File: config.mk
export PLATFORM = sky130hd
export DESIGN_NAME = wash_cycle_sequencer
export DESIGN_NICKNAME = d
export VERILOG_FILES = /design/src/rtl/wash_pkg.sv /design/src/rtl/phase_timer.sv /design/src/rtl/wash_cycle_sequencer.sv
export SDC_FILE = /design/constraint.sdc
export NUM_CORES = 1
export LEC_CHECK = 0
export CAP_MARGIN = 15
export CORE_ASPECT_RATIO = 0.8
export CORE_UTILIZATION = 50
export DETAILED_ROUTE_END_ITERATION = 10
export PLACE_DENSITY = 0.8
export SETUP_SLACK_MARGIN = 0.5
export SLEW_MARGIN = 20
export SYNTH_ARGS = -nofsm -noshare
export SYNTH_HDL_FRONTEND = slang
export SYNTH_SLANG_ARGS = --single-unit
File: constraint.sdc
create_clock -name clk -period 3.6 [get_ports clk]
set_clock_uncertainty 0.15 [all_clocks]
set_input_delay 0.72 -clock clk [delete_from_list [all_inputs] [get_ports clk]]
set_output_delay 0.72 -clock clk [all_outputs]
set_load 0.02 [all_outputs]
File: src/rtl/wash_pkg.sv
// Shared types for the wash cycle sequencer: state encoding, program descriptor, default widths.
package wash_pkg;

  localparam int unsigned LevelW = 10;
  localparam int unsigned TempW  = 7;
  localparam int unsigned SpeedW = 11;
  localparam int unsigned TimeW  = 12;
  localparam int unsigned RinseW = 2;

  typedef enum logic [3:0] {
    StIdle      = 4'd0,
    StFillHeat  = 4'd1,
    StWash      = 4'd2,
    StDrain     = 4'd3,
    StRinseFill = 4'd4,
    StRinse     = 4'd5,
    StSpin      = 4'd6,
    StDone      = 4'd7,
    StPaused    = 4'd8,
    StAbort     = 4'd9
  } wash_state_e;

  typedef struct packed {
    logic [LevelW-1:0] target_level;
    logic [TempW-1:0]  target_temp;
    logic [SpeedW-1:0] spin_speed;
    logic [TimeW-1:0]  wash_time;
    logic [TimeW-1:0]  rinse_time;
    logic [TimeW-1:0]  spin_time;
    logic [RinseW-1:0] rinse_count;
  } wash_desc_t;

  // States whose duration comes from the phase timer.
  function automatic logic is_timed(wash_state_e s);
    return s inside {StWash, StRinse, StSpin};
  endfunction

  // States guarded by the fill/drain watchdog.
  function automatic logic is_wdog(wash_state_e s);
    return s inside {StFillHeat, StRinseFill, StDrain, StAbort};
  endfunction

endpackage

File: src/rtl/phase_timer.sv
// Loadable down-counter advanced by a tick strobe; holds at zero and while frozen.
module phase_timer #(
  parameter int unsigned Width = 12
) (
  input  logic             clk,
  input  logic             reset,
  input  logic             load,
  input  logic [Width-1:0] load_value,
  input  logic             tick,
  input  logic             freeze,
  output logic [Width-1:0] count,
  output logic             zero
);

  logic [Width-1:0] count_q, count_d;

  always_comb begin
    count_d = count_q;
    if (load) begin
      count_d = load_value;
    end else if (tick && !freeze && (count_q != '0)) begin
      count_d = count_q - Width'(1);
    end
  end

  always_ff @(posedge clk or negedge reset) begin
    if (!reset) begin
      count_q <= '0;
    end else begin
      count_q <= count_d;
    end
  end

  assign count = count_q;
  assign zero  = (count_q == '0);

endmodule

File: src/rtl/wash_cycle_sequencer.sv
// Washing-machine program sequencer: fill/heat, wash, rinse loops, spin, with
// internal phase timing, fill/drain watchdog, pause/resume and abort-drain.
module wash_cycle_sequencer
  import wash_pkg::*;
#(
  parameter int unsigned LEVEL_W    = LevelW,
  parameter int unsigned TEMP_W     = TempW,
  parameter int unsigned SPEED_W    = SpeedW,
  parameter int unsigned TIME_W     = TimeW,
  parameter int unsigned RINSE_W    = RinseW,
  parameter int unsigned WDOG_TICKS = 600
) (
  input  logic               clk,
  input  logic               reset,
  input  logic               tick,
  input  logic               start,
  input  logic               stop,
  input  logic               pause,
  input  logic               resume,
  input  logic               door_closed,
  input  logic               clothes_loaded,
  input  logic               vibration_sensor,
  input  logic [LEVEL_W-1:0] water_level_sensor,
  input  logic [TEMP_W-1:0]  temp_sensor,
  input  logic               cfg_valid,
  output logic               cfg_ready,
  input  logic [LEVEL_W-1:0] cfg_target_level,
  input  logic [TEMP_W-1:0]  cfg_target_temp,
  input  logic [SPEED_W-1:0] cfg_spin_speed,
  input  logic [TIME_W-1:0]  cfg_wash_time,
  input  logic [TIME_W-1:0]  cfg_rinse_time,
  input  logic [TIME_W-1:0]  cfg_spin_time,
  input  logic [RINSE_W-1:0] cfg_rinse_count,
  output logic               door_lock,
  output logic               water_valve,
  output logic               detergent_valve,
  output logic               heater,
  output logic               drain_pump,
  output logic [SPEED_W-1:0] drum_motor,
  output logic [3:0]         state_o,
  output logic [RINSE_W-1:0] rinse_idx,
  output logic [TIME_W-1:0]  remaining_time,
  output logic               busy,
  output logic               cycle_done,
  output logic               err_fill,
  output logic               err_drain,
  output logic               err_vibration
);

  wash_state_e        state_q, state_d, ret_q, ret_d;
  wash_desc_t         desc_q, desc_d;
  logic [RINSE_W-1:0] rinse_q, rinse_d;
  logic               err_fill_q, err_fill_d, err_drain_q, err_drain_d, err_vib_q, err_vib_d;

  logic              running, active, need_fill, need_heat, level_empty;
  logic              phase_load, phase_zero, phase_end, wdog_zero;
  logic [TIME_W-1:0] phase_value, phase_count, unused_wdog_count;

  assign running     = !(state_q inside {StIdle, StDone});
  assign active      = running && !(state_q inside {StPaused, StAbort});
  assign need_fill   = water_level_sensor < desc_q.target_level;
  assign need_heat   = temp_sensor < desc_q.target_temp;
  assign level_empty = (water_level_sensor == '0);
  assign phase_end   = phase_zero || (tick && (phase_count == TIME_W'(1)));

  // Returning from PAUSED keeps the frozen phase count instead of reloading it.
  assign phase_load = (state_d != state_q) && is_timed(state_d) && (state_q != StPaused);

  always_comb begin
    case (state_d)
      StWash:  phase_value = desc_q.wash_time;
      StRinse: phase_value = desc_q.rinse_time;
      default: phase_value = desc_q.spin_time;
    endcase
  end

  phase_timer #(.Width(TIME_W)) u_phase_timer (
    .clk        (clk),
    .reset      (reset),
    .load       (phase_load),
    .load_value (phase_value),
    .tick       (tick),
    .freeze     (!is_timed(state_q)),
    .count      (phase_count),
    .zero       (phase_zero)
  );

  phase_timer #(.Width(TIME_W)) u_wdog_timer (
    .clk        (clk),
    .reset      (reset),
    .load       (state_d != state_q),
    .load_value (TIME_W'(WDOG_TICKS)),
    .tick       (tick),
    .freeze     (!is_wdog(state_q)),
    .count      (unused_wdog_count),
    .zero       (wdog_zero)
  );

  always_comb begin
    state_d     = state_q;
    ret_d       = ret_q;
    desc_d      = desc_q;
    rinse_d     = rinse_q;
    err_fill_d  = err_fill_q;
    err_drain_d = err_drain_q;
    err_vib_d   = err_vib_q;
    if (running && stop) begin
      state_d = StAbort;
    end else if (state_q == StPaused) begin
      if (vibration_sensor) begin
        err_vib_d = 1'b1;
      end else if (resume) begin
        err_fill_d  = 1'b0;
        err_drain_d = 1'b0;
        err_vib_d   = 1'b0;
        state_d     = ret_q;
      end
    end else if (active && vibration_sensor) begin
      err_vib_d = 1'b1;
      state_d   = StPaused;
      ret_d     = state_q;
    end else if (active && wdog_zero && is_wdog(state_q)) begin
      if (state_q == StDrain) err_drain_d = 1'b1;
      else                    err_fill_d  = 1'b1;
      state_d = StPaused;
      ret_d   = state_q;
    end else if (active && pause) begin
      state_d = StPaused;
      ret_d   = state_q;
    end else begin
      case (state_q)
        StIdle: begin
          if (start && cfg_valid && door_closed && clothes_loaded) begin
            desc_d.target_level = cfg_target_level;
            desc_d.target_temp  = cfg_target_temp;
            desc_d.spin_speed   = cfg_spin_speed;
            desc_d.wash_time    = cfg_wash_time;
            desc_d.rinse_time   = cfg_rinse_time;
            desc_d.spin_time    = cfg_spin_time;
            desc_d.rinse_count  = cfg_rinse_count;
            rinse_d             = '0;
            state_d             = StFillHeat;
          end
        end
        StFillHeat:  if (!need_fill && !need_heat) state_d = StWash;
        StWash:      if (phase_end) state_d = StDrain;
        StDrain: begin
          if (level_empty) state_d = (rinse_q < desc_q.rinse_count) ? StRinseFill : StSpin;
        end
        StRinseFill: if (!need_fill) state_d = StRinse;
        StRinse: begin
          if (phase_end) begin
            state_d = StDrain;
            rinse_d = rinse_q + RINSE_W'(1);
          end
        end
        StSpin:      if (phase_end) state_d = StDone;
        StDone:      state_d = StIdle;
        StAbort: begin
          if (vibration_sensor) err_vib_d = 1'b1;
          if (wdog_zero) err_drain_d = 1'b1;
          // Reaching empty ends the abort and wipes the run's status.
          if (level_empty) begin
            state_d     = StIdle;
            err_fill_d  = 1'b0;
            err_drain_d = 1'b0;
            err_vib_d   = 1'b0;
            rinse_d     = '0;
          end
        end
        default:     state_d = StIdle;
      endcase
    end
  end

  always_comb begin
    cfg_ready       = (state_q == StIdle);
    busy            = running;
    door_lock       = running;
    water_valve     = 1'b0;
    detergent_valve = 1'b0;
    heater          = 1'b0;
    drain_pump      = 1'b0;
    drum_motor      = '0;
    cycle_done      = 1'b0;
    case (state_q)
      StFillHeat: begin
        water_valve     = need_fill;
        detergent_valve = need_fill;
        heater          = need_heat;
      end
      StWash, StRinse, StSpin: drum_motor = desc_q.spin_speed;
      StRinseFill:             water_valve = need_fill;
      StDrain, StAbort:        drain_pump = 1'b1;
      StDone:                  cycle_done = 1'b1;
      default: ;
    endcase
  end

  always_ff @(posedge clk or negedge reset) begin
    if (!reset) begin
      state_q     <= StIdle;
      ret_q       <= StIdle;
      desc_q      <= '0;
      rinse_q     <= '0;
      err_fill_q  <= 1'b0;
      err_drain_q <= 1'b0;
      err_vib_q   <= 1'b0;
    end else begin
      state_q     <= state_d;
      ret_q       <= ret_d;
      desc_q      <= desc_d;
      rinse_q     <= rinse_d;
      err_fill_q  <= err_fill_d;
      err_drain_q <= err_drain_d;
      err_vib_q   <= err_vib_d;
    end
  end

  assign state_o        = state_q;
  assign rinse_idx      = rinse_q;
  assign remaining_time = phase_count;
  assign err_fill       = err_fill_q;
  assign err_drain      = err_drain_q;
  assign err_vibration  = err_vib_q;

endmodule

# Word level (Yosys, flattened, before mapping)

Index checks and enable logic that the tools add are counted.
W data, S select, Z words.

Add/subtract/negate cells: 3
$lt $le $gt $ge: 3
Eq/ne operators: 27
Multiplexer cells: 59
Bitwise logic cells: 5
Reduce and logical (&&, ||, !) cells: 52

Operator list:

| operator                | number |
|---|---|
| $mux W4                 | 17 |
| $mux W12                | 4 |
| $mux W1                 | 30 |
| $pmux W4 S7             | 1 |
| $eq A4 B3 Y1 const B    | 6 |
| $logic_not A12 Y1       | 2 |
| $pmux W12 S2            | 1 |
| $reduce_bool A12 Y1     | 2 |
| $sub A12 B1 Y12 const B | 2 |
| $reduce_bool A3 Y1      | 7 |
| $ne A3 B3 Y1 const B    | 6 |
| $logic_and A1 B1 Y1     | 17 |
| $reduce_and A8 Y1       | 2 |
| $eq A12 B1 Y1 const B   | 1 |
| $eq A4 B2 Y1 const B    | 3 |
| $reduce_bool A4 Y1      | 3 |
| $mux W11                | 1 |
| $logic_not A10 Y1       | 1 |
| $lt A10 B10 Y1          | 1 |
| $ne A2 B2 Y1 const B    | 5 |
| $reduce_and A9 Y1       | 1 |
| $eq A4 B4 Y1 const B    | 2 |
| $mux W2                 | 4 |
| $reduce_bool A2 Y1      | 4 |
| 17 further kinds        | 26 |

Register bits: 103
Output and inout bits: 40
Word-level logic and storage cells: 164

# Logic depth before layout (Yosys ltp)

Depth after elaboration: 15
Mapped depth: 13
Depth with buffers taken out: 12

# Modules after synthesis

A second synthesis with hierarchy kept.

Cells, all modules: 665
Area, all modules: 6,049.6 um2

Modules (own cells, without submodules):

| module               | instances | cells each | area each (um2) |
|---|---|---|---|
| wash_cycle_sequencer | 1         | 491        | 4,413.0 |
| phase_timer          | 2         | 87         | 818.3 |

# Worst setup path after synthesis

OpenSTA, ideal clock, no wires.

Path type: flip-flop to flip-flop
Start: register state_q[2] (netlist: state_o[2])
End: register u_phase_timer.count_q[2] (netlist: u_phase_timer.count[2])
Setup time: 0.140 ns
Arrival: 3.364 ns
Setup slack: -0.054 ns
Stages on the path, launching flop included: 11
Path buffers: 1
Clock period less this slack: 3.654 ns
Path through: dfrtp_1 -> nor4_1 -> a2111o_1 -> nand3_1 -> o31a_1 -> or3_4 -> a211oi_4 -> nor2_1 -> buf_6 -> a2111oi_0 -> a211oi_1

Word-level cells in the longest chain between the ends: 15
Elaborated cells on any way between the ends: 51

RTL lines:

| element                                        | RTL line                                                 | RTL |
|---|---|---|
| from (decl)                                    | wash_cycle_sequencer.sv:50                               | `wash_state_e state_q, state_d, ret_q, ret_d;` |
| from (signal assigned)                         | wash_cycle_sequencer.sv:202                              | `state_q <= StIdle;` |
| from (signal assigned)                         | wash_cycle_sequencer.sv:210                              | `state_q <= state_d;` |
| $logic_not A4 Y1 (*)                           | -                                                        |  |
| net cfg_ready                                  | wash_cycle_sequencer.sv:26                               | `output logic cfg_ready,` |
| $reduce_bool A2 Y1                             | wash_cycle_sequencer.sv:59                               | `assign running = !(state_q inside {StIdle, StDone});` |
| $logic_not A1 Y1                               | wash_cycle_sequencer.sv:59                               |  |
| $logic_and A1 B1 Y1                            | wash_cycle_sequencer.sv:60                               | `assign active = running && !(state_q inside {StPaused, StAbort});` |
| $logic_and A1 B1 Y1, on equally long branches  | wash_cycle_sequencer.sv:127, wash_cycle_sequencer.sv:122 |  |
| $mux W4 or $logic_and A1 B1 Y1 (tied branches) | wash_cycle_sequencer.sv:127, wash_cycle_sequencer.sv:122 |  |
| $mux W4                                        | wash_cycle_sequencer.sv:122                              | `end else if (active && wdog_zero && is_wdog(state_q)) begin` |
| $mux W4                                        | wash_cycle_sequencer.sv:118                              | `end else if (active && vibration_sensor) begin` |
| $mux W4                                        | wash_cycle_sequencer.sv:109                              | `end else if (state_q == StPaused) begin` |
| $mux W4 (*)                                    | wash_cycle_sequencer.sv:107                              | `if (running && stop) begin` |
| $eq A4 B2 Y1, or another cell as far along     | wash_pkg.sv:35, wash_cycle_sequencer.sv:70               |  |
| $reduce_bool A3 Y1                             | wash_pkg.sv:35                                           | `return s inside {StWash, StRinse, StSpin};` |
| $logic_and A1 B1 Y1 (2 in a row)               | wash_cycle_sequencer.sv:67                               | `assign phase_load = (state_d != state_q) && is_timed(state_d) && (state_q != StPaused);` |
| $mux W12 or $reduce_bool A2 Y1 (tied branches) | -                                                        |  |
| to (signal assigned)                           | phase_timer.sv:30                                        | `count_q <= count_d;` |
| to (decl)                                      | phase_timer.sv:15                                        | `logic [Width-1:0] count_q, count_d;` |

Mark *: on every way through the listed nets, which the timed path passes. The rest lies on a longest branch.
A chain may end at the register's enable or synchronous reset.

# Worst setup path in the final report

Start: input water_level_sensor[6]
End: register u_phase_timer.count_q[11] (netlist: u_phase_timer.count[11])

Word-level cells in the longest chain between the ends: 15
Elaborated cells on any way between the ends: 24

RTL lines:

| element                                        | RTL line                                   | RTL |
|---|---|---|
| from (decl)                                    | wash_cycle_sequencer.sv:23                 | `input logic [LEVEL_W-1:0] water_level_sensor,` |
| $lt A10 B10 Y1                                 | wash_cycle_sequencer.sv:61                 | `assign need_fill = water_level_sensor < desc_q.target_level;` |
| $logic_not A1 Y1                               | -                                          |  |
| $logic_and A1 B1 Y1                            | wash_cycle_sequencer.sv:145                | `StFillHeat: if (!need_fill && !need_heat) state_d = StWash;` |
| $mux W4                                        | wash_cycle_sequencer.sv:145                |  |
| $pmux W4 S7 (*)                                | wash_cycle_sequencer.sv:131                | `case (state_q)` |
| $mux W4 (*)                                    | wash_cycle_sequencer.sv:127                | `end else if (active && pause) begin` |
| $mux W4 (*)                                    | wash_cycle_sequencer.sv:122                |  |
| $mux W4 (*)                                    | wash_cycle_sequencer.sv:118                |  |
| $mux W4 (*)                                    | wash_cycle_sequencer.sv:109                |  |
| $mux W4 (*)                                    | wash_cycle_sequencer.sv:107                |  |
| $eq A4 B2 Y1, or another cell as far along     | wash_pkg.sv:35, wash_cycle_sequencer.sv:70 |  |
| $reduce_bool A3 Y1                             | wash_pkg.sv:35                             |  |
| $logic_and A1 B1 Y1 (2 in a row)               | wash_cycle_sequencer.sv:67                 |  |
| $mux W12 or $reduce_bool A2 Y1 (tied branches) | -                                          |  |

Every way passes the cells marked *; elsewhere a longest branch is shown, timed or not.

==> out/results.tsv <==
metric	value	unit
status	finished clean	
worstPathMaxFanout	5	
p_sw_share	38.5	%
synth_ff_type	dfrtp_1	
die_width	121	um
nets	866	
required	3.71	ns
ctsHoldBuffers	0	
async_flop_share	100	%
report.final.slew_viol_count	0	
clock_sinks	103	
cp-end-kind	register	
fin_tns_setup	0	ns
syn_inst	557	
yosysTopAreaCell	dfrtp_1	
period_share	96.5	%
synth_warnings	0	
p_leak	3.80	nW
wl	18300	um
ys_ff_latch	103	
setup_viol	0	
clk_pin_slew_worst_paths	0.07	ns
chipHeight	96.9	um
period_minus_slack	3.48	ns
cts_buffers	9	
avgSynthCellArea	10.1	um2
start_kind	primary input	
diodes	0	
synth.top_cell.area_share	45.7	%
hold_viol_final	0	
ios	134	
synth-simple-area-share	16.0	%
clock_tree.root_cell	clkbuf_16	
combPwrFrac	48.1	%
cts_buffer_depth	2	
globalplace.congestion	0.984	
ctsHtreeMaxLevel	3	
max_cap_violations	0	
viasPerCell	6.01	
tightest_slew	0.901	ns
synth_area	0.00563	mm2
synth-xor-area-share	2.95	%
antenna_found_initial	0	
preCtsSetupSlack	-0.534	ns
p_clk_share	18.7	%
tritoncts	built	
drt_iter0_drc	493	
overflow	0	
p_seq_share	33.2	%
final_antenna_net_count	0	
synth-adder-area-share	4.44	%
syn-num-nets	671	
area_delta_synth_final	52.0	%
drive_above_1_share	33.3	%
intPower	0.00337	W
rsz0062_at_grt	yes	
muxShareOfSynthArea	12.6	%
firstDrtPassIters	8	
grt_use_total	27.9	%
grt_start_max_net_pins	83	
ys_top_cells_by_area	dfrtp_1 (46%), mux2_2 (11%), ha_1 (4.4%), nor2_1 (3.3%), nand2_1 (3.0%)	
placementRows	34	
hold_ws	0.206	ns
arrival	3.58	ns
drc_errors	0	
wire_per_inst	20.3	um
powerDensity	641	mW/mm2
clock_latency	0.35	ns
min_path_type	in -> async	
critPathKind	in -> reg	
vias	5411	
ir_drop	0.359	mV
initial_core_util	51.5	%
relSlewSlack	40.0	%
max_freq	0.288	GHz
synth_compound_area_share	14.5	%
port_buffers	133	
die_area	0.0117	mm2
yosysUniqueCellTypes	62	
coreArea	0.0109	mm2
synth_edf_count	0	
synth_top_family_by_area	simple AND/OR/NAND/NOR gates	
grt_pass1_wl	25900	um
dp_hpwl	11500	um
seq_area_frac_synth	45.7	%
switchingPower	0.00211	W
first_global_vias	5259	
finalWorstSetupSlack	0.125	ns
## final cells by class
cell class	count	area (um2)
inverter	28	105
tap	144	180
sequential	103	2580
fill	649	2370
clock buffer	9	225
timing repair buffer	208	1970
clock inverter	7	88.8
multi-input combinational	402	3410
## worst max-delay path, stage by stage
cell and delay, ns:
buf_6 0.09, or4_4 0.54, nor4_4 0.28, buf_4 0.20, nor3_1 0.05, a311oi_1 0.27
buf_4 0.21, a31oi_4 0.10, buf_6 0.17, nor2_2 0.14, buf_4 0.15, o221ai_4 0.12
nand3_4 0.13, clkbuf_16 0.17, mux2i_1 0.23
## Yosys cell counts, drive strengths merged (2+ instances only)
library cell / n
dfrtp: 103
mux2: 55
nor2: 49
nand2: 45
o21ai: 36
a21oi: 32
inv: 28
ha: 20
clkbuf: 18
and2: 14
nand3: 14
xnor2: 14
a22o: 13
nor3: 12
mux2i: 9
nor4: 9
a211oi: 6
buf: 6
nand2b: 6
a31oi: 5
xor2: 5
a2111oi: 4
nor3b: 4
or2: 4
or3: 4
or4: 4
a21o: 3
nand4: 3
and3: 2
nor2b: 2
nor4b: 2
o2111ai: 2
o211ai: 2
o22a: 2
o22ai: 2
o311a: 2
o31ai: 2
## registers in the layout, summed over array words and instances (netlist names)
name                 flops
desc_q                  66
err_fill                 1
state_o                  4
rinse_idx                2
err_drain                1
u_wdog_timer.count      12
err_vibration            1
u_phase_timer.count     12
ret_q                    4
## power groups by stage
| stage | clock, W | sequential, W | combinational, W |
|---|---|---|---|
| after floorplan | 0 | 0.00172 | 0.00112 |
| after global placement | 0 | 0.00181 | 0.00169 |
| after detailed placement | 0 | 0.00182 | 0.00177 |
| after CTS | 0.00103 | 0.00181 | 0.00192 |
| after global routing | 0.00108 | 0.00186 | 0.00281 |
| final | 0.00103 | 0.00182 | 0.00264 |
## logic make-up after synthesis
kind of cell    Yosys count
buf+inv                  52
flops                   103
xor+xnor                 19
simple gates            177
mux                      64
fa+ha+maj                20
compound gates          122
## through the flow
step / area [um2] / std cells / utilization (%) / power [W]
2_1_floorplan: 5670 / 557 / - / 0.00284
3_3_place_gp: 7440 / 856 / 68.1 / 0.00350
3_5_place_dp: 7440 / 856 / 68.1 / 0.00359
4_1_cts: 7940 / 878 / 72.6 / 0.00477
5_1_grt: 8560 / 901 / 78.3 / 0.00575
6_report: 8560 / 901 / 78.3 / 0.00549
## timing repair
action                     in CTS  in global routing
setup endpoints to repair      40                 40
gates cloned                    0                  2
buffers inserted                6                 21
pin swaps                      39                 35
gates resized for setup        91                106
## path summary, 6_finish.rpt
| path | slack [ns] | cells after the start | startpoint | to |
|---|---|---|---|---|
| worst max-delay path | 0.12 | 15 | water_level_sensor[6] | u_phase_timer.count[11]$_DFFE_PN0P_ |
| worst min-delay path | 0.21 | 1 | reset | desc_q[63]$_DFFE_PN0P_ |
| worst max register to register | 0.19 | 14 | u_phase_timer.count[5]$_DFFE_PN0P_ | u_phase_timer.count[3]$_DFFE_PN0P_ |
| worst min register to register | 0.36 | 1 | desc_q[41]$_DFFE_PN0P_ | desc_q[41]$_DFFE_PN0P_ |
| max in group asynchronous | 2.23 | 2 | reset | rinse_idx[1]$_DFFE_PN0P_ |
| min in group clk | 0.36 | 1 | desc_q[41]$_DFFE_PN0P_ | desc_q[41]$_DFFE_PN0P_ |
## cells in the final DEF (no fill, tap or decap), drive strengths merged, types with 14 or more instances in the layout
master           n
a21oi           32
and2            14
buf             83
clkbuf          15
clkdlybuf4s50  102
dfrtp          103
ha              20
inv             31
mux2            55
nand2           45
nand3           14
nor2            49
o21ai           36
xnor2           14
## routing by layer
metal	up-vias	GRT usage [%]	share of wire (%)
met2	307	44.2	48
met4	0	7.98	3.9
met3	77	7.02	7.8
li1	2379	-	-
met5	-	0	0
met1	2648	38.0	41
Note: power is estimated with default switching activity, not from simulation.
